===== config.mk =====
export PLATFORM = sky130hd
export DESIGN_NAME = wb4_fifo_wr_arbiter
export DESIGN_NICKNAME = d
export VERILOG_FILES = /design/src/rtl/wb4_fifo_wr_arbiter.sv
export SDC_FILE = /design/constraint.sdc
export NUM_CORES = 1
export LEC_CHECK = 0
export CORE_MARGIN = 2
export CORE_UTILIZATION = 45
export DETAILED_ROUTE_END_ITERATION = 16
export GPL_ROUTABILITY_DRIVEN = 0
export PLACE_DENSITY = 0.95
export SLEW_MARGIN = 20
export SYNTH_ARGS = -nofsm -noshare
export SYNTH_HDL_FRONTEND = slang
export SYNTH_SLANG_ARGS = --single-unit

===== constraint.sdc =====
create_clock -name i_clk -period 8.25 [get_ports i_clk]
set_clock_uncertainty 0.15 [all_clocks]
set_input_delay 0.825 -clock i_clk [delete_from_list [all_inputs] [get_ports i_clk]]
set_output_delay 0.825 -clock i_clk [all_outputs]
set_load 0.01 [all_outputs]

===== src/rtl/wb4_fifo_wr_arbiter.sv =====
// Round-robin arbiter sharing one pipelined Wishbone B4 FIFO write port between
// P_NUM_REQ requesters; bounded bursts, ack routing, drain before re-arbitration.
module wb4_fifo_wr_arbiter #(
    parameter int P_DATA_MSB  = 7,
    parameter int P_NUM_REQ   = 4,
    parameter int P_MAX_BURST = 16
) (
    input  logic                                 i_clk,
    input  logic                                 i_rst,
    input  logic [P_NUM_REQ-1:0]                 i_wb4_req_scyc,
    input  logic [P_NUM_REQ-1:0]                 i_wb4_req_sstb,
    input  logic [P_NUM_REQ*(P_DATA_MSB+1)-1:0]  i_wb4_req_sdata,
    output logic [P_NUM_REQ-1:0]                 o_wb4_req_sack,
    output logic [P_NUM_REQ-1:0]                 o_wb4_req_sstall,
    output logic                                 o_wb4_fifo_mcyc,
    output logic                                 o_wb4_fifo_mstb,
    output logic [P_DATA_MSB:0]                  o_wb4_fifo_mdata,
    input  logic                                 i_wb4_fifo_mack,
    input  logic                                 i_wb4_fifo_mstall,
    output logic [P_NUM_REQ-1:0]                 o_grant,
    output logic                                 o_busy
);
    localparam int DW   = P_DATA_MSB + 1;
    localparam int GW   = $clog2(P_NUM_REQ);
    localparam int BC_W = $clog2(P_MAX_BURST + 1);
    localparam int OC_W = BC_W + 1;
    localparam logic [BC_W-1:0] BC_LAST  = BC_W'(P_MAX_BURST - 1);
    localparam logic [GW-1:0]   IDX_LAST = GW'(P_NUM_REQ - 1);
    localparam logic [GW:0]     NUM_REQ  = (GW+1)'(P_NUM_REQ);

    typedef enum logic [1:0] {
        ST_IDLE,
        ST_GRANT,
        ST_DRAIN
    } state_t;

    state_t            state_reg, state_next;
    logic [GW-1:0]     g_reg, g_next;
    logic [GW-1:0]     r_last_reg, r_last_next;
    logic [BC_W-1:0]   bc_reg, bc_next;
    logic [OC_W-1:0]   oc_reg, oc_next;

    logic [DW-1:0]     sdata_arr [P_NUM_REQ];
    logic              pick_found;
    logic [GW-1:0]     pick_idx;
    logic [GW:0]       cand_sum;
    logic [GW-1:0]     cand;
    logic              g_cyc;
    logic              g_stb;
    logic              granting;
    logic              accept;
    logic              ack_live;

    genvar gi;
    generate
        for (gi = 0; gi < P_NUM_REQ; gi++) begin : g_unpack
            assign sdata_arr[gi] = i_wb4_req_sdata[gi*DW +: DW];
        end
    endgenerate

    // Rotating priority: search starts just after the last requester served.
    always_comb begin
        pick_found = 1'b0;
        pick_idx   = '0;
        cand_sum   = '0;
        cand       = '0;
        for (int i = 1; i <= P_NUM_REQ; i++) begin
            cand_sum = {1'b0, r_last_reg} + (GW+1)'(i);
            cand     = (cand_sum >= NUM_REQ) ? GW'(cand_sum - NUM_REQ) : cand_sum[GW-1:0];
            if (!pick_found && i_wb4_req_scyc[cand]) begin
                pick_found = 1'b1;
                pick_idx   = cand;
            end
        end
    end

    assign g_cyc    = i_wb4_req_scyc[g_reg];
    assign g_stb    = i_wb4_req_sstb[g_reg];
    assign granting = (state_reg == ST_GRANT);
    assign accept   = granting && g_cyc && g_stb && !i_wb4_fifo_mstall;
    // Acks with nothing outstanding belong to a tenure killed by reset.
    assign ack_live = i_wb4_fifo_mack && (oc_reg != '0);

    always_comb begin
        state_next  = state_reg;
        g_next      = g_reg;
        r_last_next = r_last_reg;
        bc_next     = bc_reg;
        oc_next     = oc_reg;

        if (accept && !ack_live) begin
            oc_next = oc_reg + 1'b1;
        end else if (!accept && ack_live) begin
            oc_next = oc_reg - 1'b1;
        end

        case (state_reg)
            ST_IDLE: begin
                if (pick_found) begin
                    g_next     = pick_idx;
                    bc_next    = '0;
                    state_next = ST_GRANT;
                end
            end
            ST_GRANT: begin
                if (accept) begin
                    bc_next = bc_reg + 1'b1;
                end
                if (!g_cyc || (accept && bc_reg == BC_LAST)) begin
                    state_next = ST_DRAIN;
                end
            end
            ST_DRAIN: begin
                // Leave as soon as the final ack lands so the next grant follows 2 cycles later.
                if (oc_next == '0) begin
                    state_next  = ST_IDLE;
                    r_last_next = g_reg;
                end
            end
            default: begin
                state_next = ST_IDLE;
            end
        endcase
    end

    always_ff @(posedge i_clk) begin
        if (i_rst) begin
            state_reg  <= ST_IDLE;
            g_reg      <= '0;
            r_last_reg <= IDX_LAST;
            bc_reg     <= '0;
            oc_reg     <= '0;
        end else begin
            state_reg  <= state_next;
            g_reg      <= g_next;
            r_last_reg <= r_last_next;
            bc_reg     <= bc_next;
            oc_reg     <= oc_next;
        end
    end

    assign o_busy           = (state_reg != ST_IDLE);
    assign o_wb4_fifo_mcyc  = o_busy;
    assign o_wb4_fifo_mstb  = granting && g_cyc && g_stb;
    assign o_wb4_fifo_mdata = granting ? sdata_arr[g_reg] : '0;

    generate
        for (gi = 0; gi < P_NUM_REQ; gi++) begin : g_req
            assign o_grant[gi]          = o_busy && (g_reg == GW'(gi));
            assign o_wb4_req_sstall[gi] = !(granting && (g_reg == GW'(gi))) || i_wb4_fifo_mstall;
            assign o_wb4_req_sack[gi]   = o_grant[gi] && ack_live && i_wb4_req_scyc[gi];
        end
    endgenerate

endmodule

; Word-level counts from Yosys, hierarchy flattened
; Index checks and enable logic that the tools add are counted.
[word_totals]
latchBits = 0
output_inout_bits = 23
mem_bits_rw = 0
elab_cells = 126
ff_bits = 17
inputBits = 44
n_memories = 0
mem_bits_ro = 0
[classes]
shift = 0
n_reduce_logical = 52
div = 0
multipliers = 0
n_addsub = 11
bitwise = 1
magnitude_cmp = 10
eq_ne = 10
muxes = 37
[ops]
columns = operator, count
row1 = $logic_and 1x1->1, 26
row2 = $mux 8, 3
row3 = $mux 2, 11
row4 = $bmux 8 s2, 1
row5 = $ge 3x3->1 const B, 5
row6 = $lt 2x3->1 const B, 5
row7 = $bmux 1 s2, 6
row8 = $mux 6, 2
row9 = $logic_not 1->1, 11
row10 = $mux 1, 10
row11 = $mux 5, 2
row12 = $pmux 5 s2, 1
row13 = $sub 2x1->2 const B, 4
row14 = $add 2x2->3 const B, 2
row15 = $add 6x1->6 const B, 1
row16 = $eq 2x2->1 const B, 3
row17 = $logic_not 6->1, 1
row18 = $pmux 2 s3, 1
row19 = $reduce_and 3->1, 2
row20 = $reduce_bool 6->1, 1
row21 = $sub 6x1->6 const B, 1
row22 = $add 5x1->5 const B, 1
row23 = $eq 5x4->1 const B, 1
row24 = $logic_or 1x1->1, 5
row25 = other kinds (9), 15

; Logic depth before layout (Yosys ltp)
[logic_depth]
word_depth = 17
depth_mapped = 10
depth_no_buf = 9

; Worst setup path after synthesis
; Ideal clock, no wire load.
[synth_timing]
path_kind = in2reg
startpoint = input port i_wb4_fifo_mstall
endpoint = register r_last_reg[0]
required_ps = 8028
setup_ps = 72
setup_slack_ps = 5035
n_path_buf = 1
arrival_time_ps = 2993
stages = 8
path_cell_list = nor3b_1 -> and3_4 -> buf_6 -> mux2_4 -> a211o_1 -> or3_4 -> nor3_4 -> mux2i_1
[synth_between]
elab_chain_len = 8
word_cells_on_any_way = 9
classes_between = mux (2) / reduce/logical (7)
[synth_lines]
columns = element, line
row1 = "start, declared", 19  ; input logic i_wb4_fifo_mstall,
row2 = $logic_not 1->1 *, 80  ; assign accept = granting && g_cyc && g_stb && !i_wb4_fifo_mstall;
row3 = $logic_and 1x1->1 *, 80
row4 = $logic_not 1->1, 93  ; end else if (!accept && ack_live) begin
row5 = $logic_and 1x1->1, 93
row6 = $mux 6, 93
row7 = $mux 6 *, 91  ; if (accept && !ack_live) begin
row8 = $logic_not 6->1 *, 115  ; if (oc_next == '0) begin
row9 = $reduce_and 2->1 (no line) *, n/a
row10 = "end signal, assigned", 136  ; r_last_reg <= r_last_next;
row11 = "end, declared", 39  ; logic [GW-1:0] r_last_reg, r_last_next;
; Every way passes the cells marked *; elsewhere a longest branch is shown, timed or not.
; A chain may end at the register's enable or synchronous reset.

; Worst setup path in the final report
[layout_timing]
startpoint = input port i_wb4_fifo_mack
endpoint = output port o_wb4_req_sack[3]
[layout_between]
elab_chain_len = 3
[layout_lines]
columns = element, line
row1 = "start, declared", 18  ; input logic i_wb4_fifo_mack,
row2 = $logic_and 1x1->1, 82  ; assign ack_live = i_wb4_fifo_mack && (oc_reg != '0);
row3 = $logic_and 1x1->1 (2 in series), 151  ; assign o_wb4_req_sack[gi] = o_grant[gi] && ack_live && i_wb4_req_scyc[gi];
row4 = "end, declared", 13  ; output logic [P_NUM_REQ-1:0] o_wb4_req_sack,
; Every way passes these cells.

==> flow_summary.ini <==
[outcome]
status = finished clean

[timing]
tightest_slew_ns = 0.884
period_minus_slack_ns = 3.63
rsz0062_at_grt = false
max_freq_mhz = 275
slew_violations = 0
fin_crit_sh_pct = 44.1
setup_viol = 0
hold_violations = 0
fin_tns_setup_ns = 0
relSlewSlack_pct = 41.0
fin_ws_ns = 4.62

[worst_hold_path]
hold_class = reg2reg

[grt]
grt_max_degree = 20
grt_pass1_vias = 1496
grt-ovfl-total = 0
antenna_found_initial = 0
globalRouteTotalUtil_pct = 22.7
grt_pass1_wl_um = 6480

[clocking]
clkTransAtPathRegs_ns = 0.10
ctsResizeCount = 0
numCtsBuffers = 3
clock_latency_ns = 0.29
cts_tree = built
postCtsSetupBuffers = 0
holdBufCountCts = 0
clkSinkCount = 17
clockRootBuffer = clkbuf_4
clk_path_buf_depth = 2
cts_max_level = 1

[pwr]
sequentialPowerShare_pct = 30.1
total_power_uw = 439
power.internal_uw = 254
swShare_pct = 42.1
power_frac_comb_pct = 59.3
ir_worst_vdd_mv = 0.190
p_clk_share_pct = 10.7
power.leakage_uw = 0.000799
p_sw_uw = 185
powerDensity_nw_per_um2 = 202

[floorplan]
rows = 20
fp.dieH_um = 61.5
dieArea_um2 = 3780
io_pins = 67
start_util_pct = 48.0
die_w_um = 61.5
core_um2 = 3100

[flow_run]
cap_violations = 0

[place]
dp_slack_ns = 4.33
place_inst = 275
io_buffer_count = 66
hpwl_um = 3360

[drt]
drtIter0Drc = 64
via_per_inst = 5.63
route.detailed.drc = 0
firstDrtPassIters = 4
vias = 1571
routed_wl_um = 4260
antenna_left = 0
avgRoutedWirePerCell_um = 15.3

[logic_synthesis]
yosysWarningCount = 0
synth.avg_cell_area_um2 = 8.51
yosys.area_share.adder_pct = 4.20
synthMuxAreaShare_pct = 19.5
synth_cell_types = 47
synth-xor-area-share_pct = 3.53
synth_top_family_by_area = simple AND/OR/NAND/NOR gates
async_flop_share_pct = 0
synth_compound_area_share_pct = 11.8
syn-num-nets = 224
netlist_area_um2 = 1490
yosysSeqAreaShare_pct = 22.9
synthSimpleGateAreaFrac_pct = 32.3
ys_ff_latch = 17
synth_flop_cell = dfxtp_1
synth_edf_count = 0
netlist_instances = 175

[critical_path]
worstPathCellList = clkdlybuf4s50_1, o21ai_1, nor4b_1, clkdlybuf4s50_1
critical_path_class = in2out
worstPathRequired_ns = 7.28
critical_path.most_common_cell = clkdlybuf4s50_1
cp.arrival_ns = 2.66
worst_setup_path_start_kind = input pin
crit_fanout = 10
cp-end-kind = output port
cp_slowest_cell = clkdlybuf4s50_1
crit_family = buffers and inverters
cpPeakStageDelay_ns = 0.60
cp_num_buf_inv = 2

[cells_and_area]
nets = 285
antenna_cells = 0
area_delta_synth_final_pct = 46.0
drive_gt1_share_pct = 7.66
final_cells = 279
largest_register_ff_count = 6
n_fill_cell = 245
seq_area_um2 = 340
multiInputGateArea_um2 = 1060
## cell type report
class | count | area share (%)
Inverter | 8 | 1.38
Multi-Input combinational cell | 140 | 48.8
Timing Repair Buffer | 66 | 30.4
Clock buffer | 4 | 1.21
Tap cell | 44 | 2.53
Sequential cell | 17 | 15.7
## metrics by stage
| stage | instance area, um2 | util (%) | hold WS (ns) |
|---|---|---|---|
| final | 2170 | 70.0 | 0.337 |
| after global routing | 2170 | 70.0 | 0.368 |
| after floorplan | 1490 | - | 0.304 |
| after CTS | 2170 | 70.0 | 0.337 |
| after detailed placement | 2150 | 69.2 | 0.322 |
| after global placement | 2150 | 69.2 | 0.315 |
## path summary, 6_finish.rpt
| check | to | cells after the start | start | slack, ns |
|---|---|---|---|---|
| worst min register to register | bc_reg[1] | 2 | bc_reg[1] | 0.34 |
| worst min-delay path | bc_reg[1] | 2 | bc_reg[1] | 0.34 |
| worst max register to register | r_last_reg[1] | 7 | g_reg[0] | 4.79 |
| worst max-delay path | o_wb4_req_sack[3] | 4 | i_wb4_fifo_mack | 4.62 |
## power groups by stage
stage          Clock [uW]  Combinational, uW  Sequential, uW
6_report             46.8                260             132
4_1_cts              47.0                260             131
3_5_place_dp            0                259             133
2_1_floorplan           0                194             114
5_1_grt              51.1                288             136
3_3_place_gp            0                251             130
## cells in the final DEF (no fill, tap or decap), types with 2 or more instances in the layout
master,n
ha_1,5
nand3b_1,2
nor2b_1,15
or3_1,4
nand2b_1,5
nor2_1,19
nand3_1,2
o2111ai_1,2
nand4_1,3
a311oi_1,2
a211oi_1,2
xnor2_1,3
xor2_1,3
o21ai_0,4
mux4_2,10
clkdlybuf4s50_1,66
mux2i_1,5
a21oi_1,5
nor4b_1,2
nor3_1,5
and3_1,5
clkbuf_4,3
dfxtp_1,17
inv_1,8
nand2_1,18
## tightest hold or removal path: cells and delay by family (launching register included)
family           cells  cell delay (ns)
AO/OA/AOI/OAI        1             0.05
flip-flops           1             0.34
AND/OR/NAND/NOR      1             0.06
## cell families after synthesis
family,Yosys count
mux,16
xor+xnor,6
simple gates,88
flops,17
fa+ha+maj,5
compound gates,25
buf+inv,18
## synth_stat cells (8+ instances only)
library cell	n	area, um2
nor2_1	19	71.3
nand2_1	18	67.6
inv_1	8	30.0
dfxtp_1	17	340
mux4_2	10	225
nor2b_1	15	93.8
## routing by layer
metal | global-route usage, % | part of all wire [%] | up-vias
met5 | 0 | 0 | -
met1 | 25.2 | 38 | 736
met2 | 41.7 | 51 | 71
met4 | 9.12 | 1.2 | 0
li1 | - | - | 758
met3 | 5.04 | 9.9 | 6
Note: power is estimated with default switching activity, not from simulation.
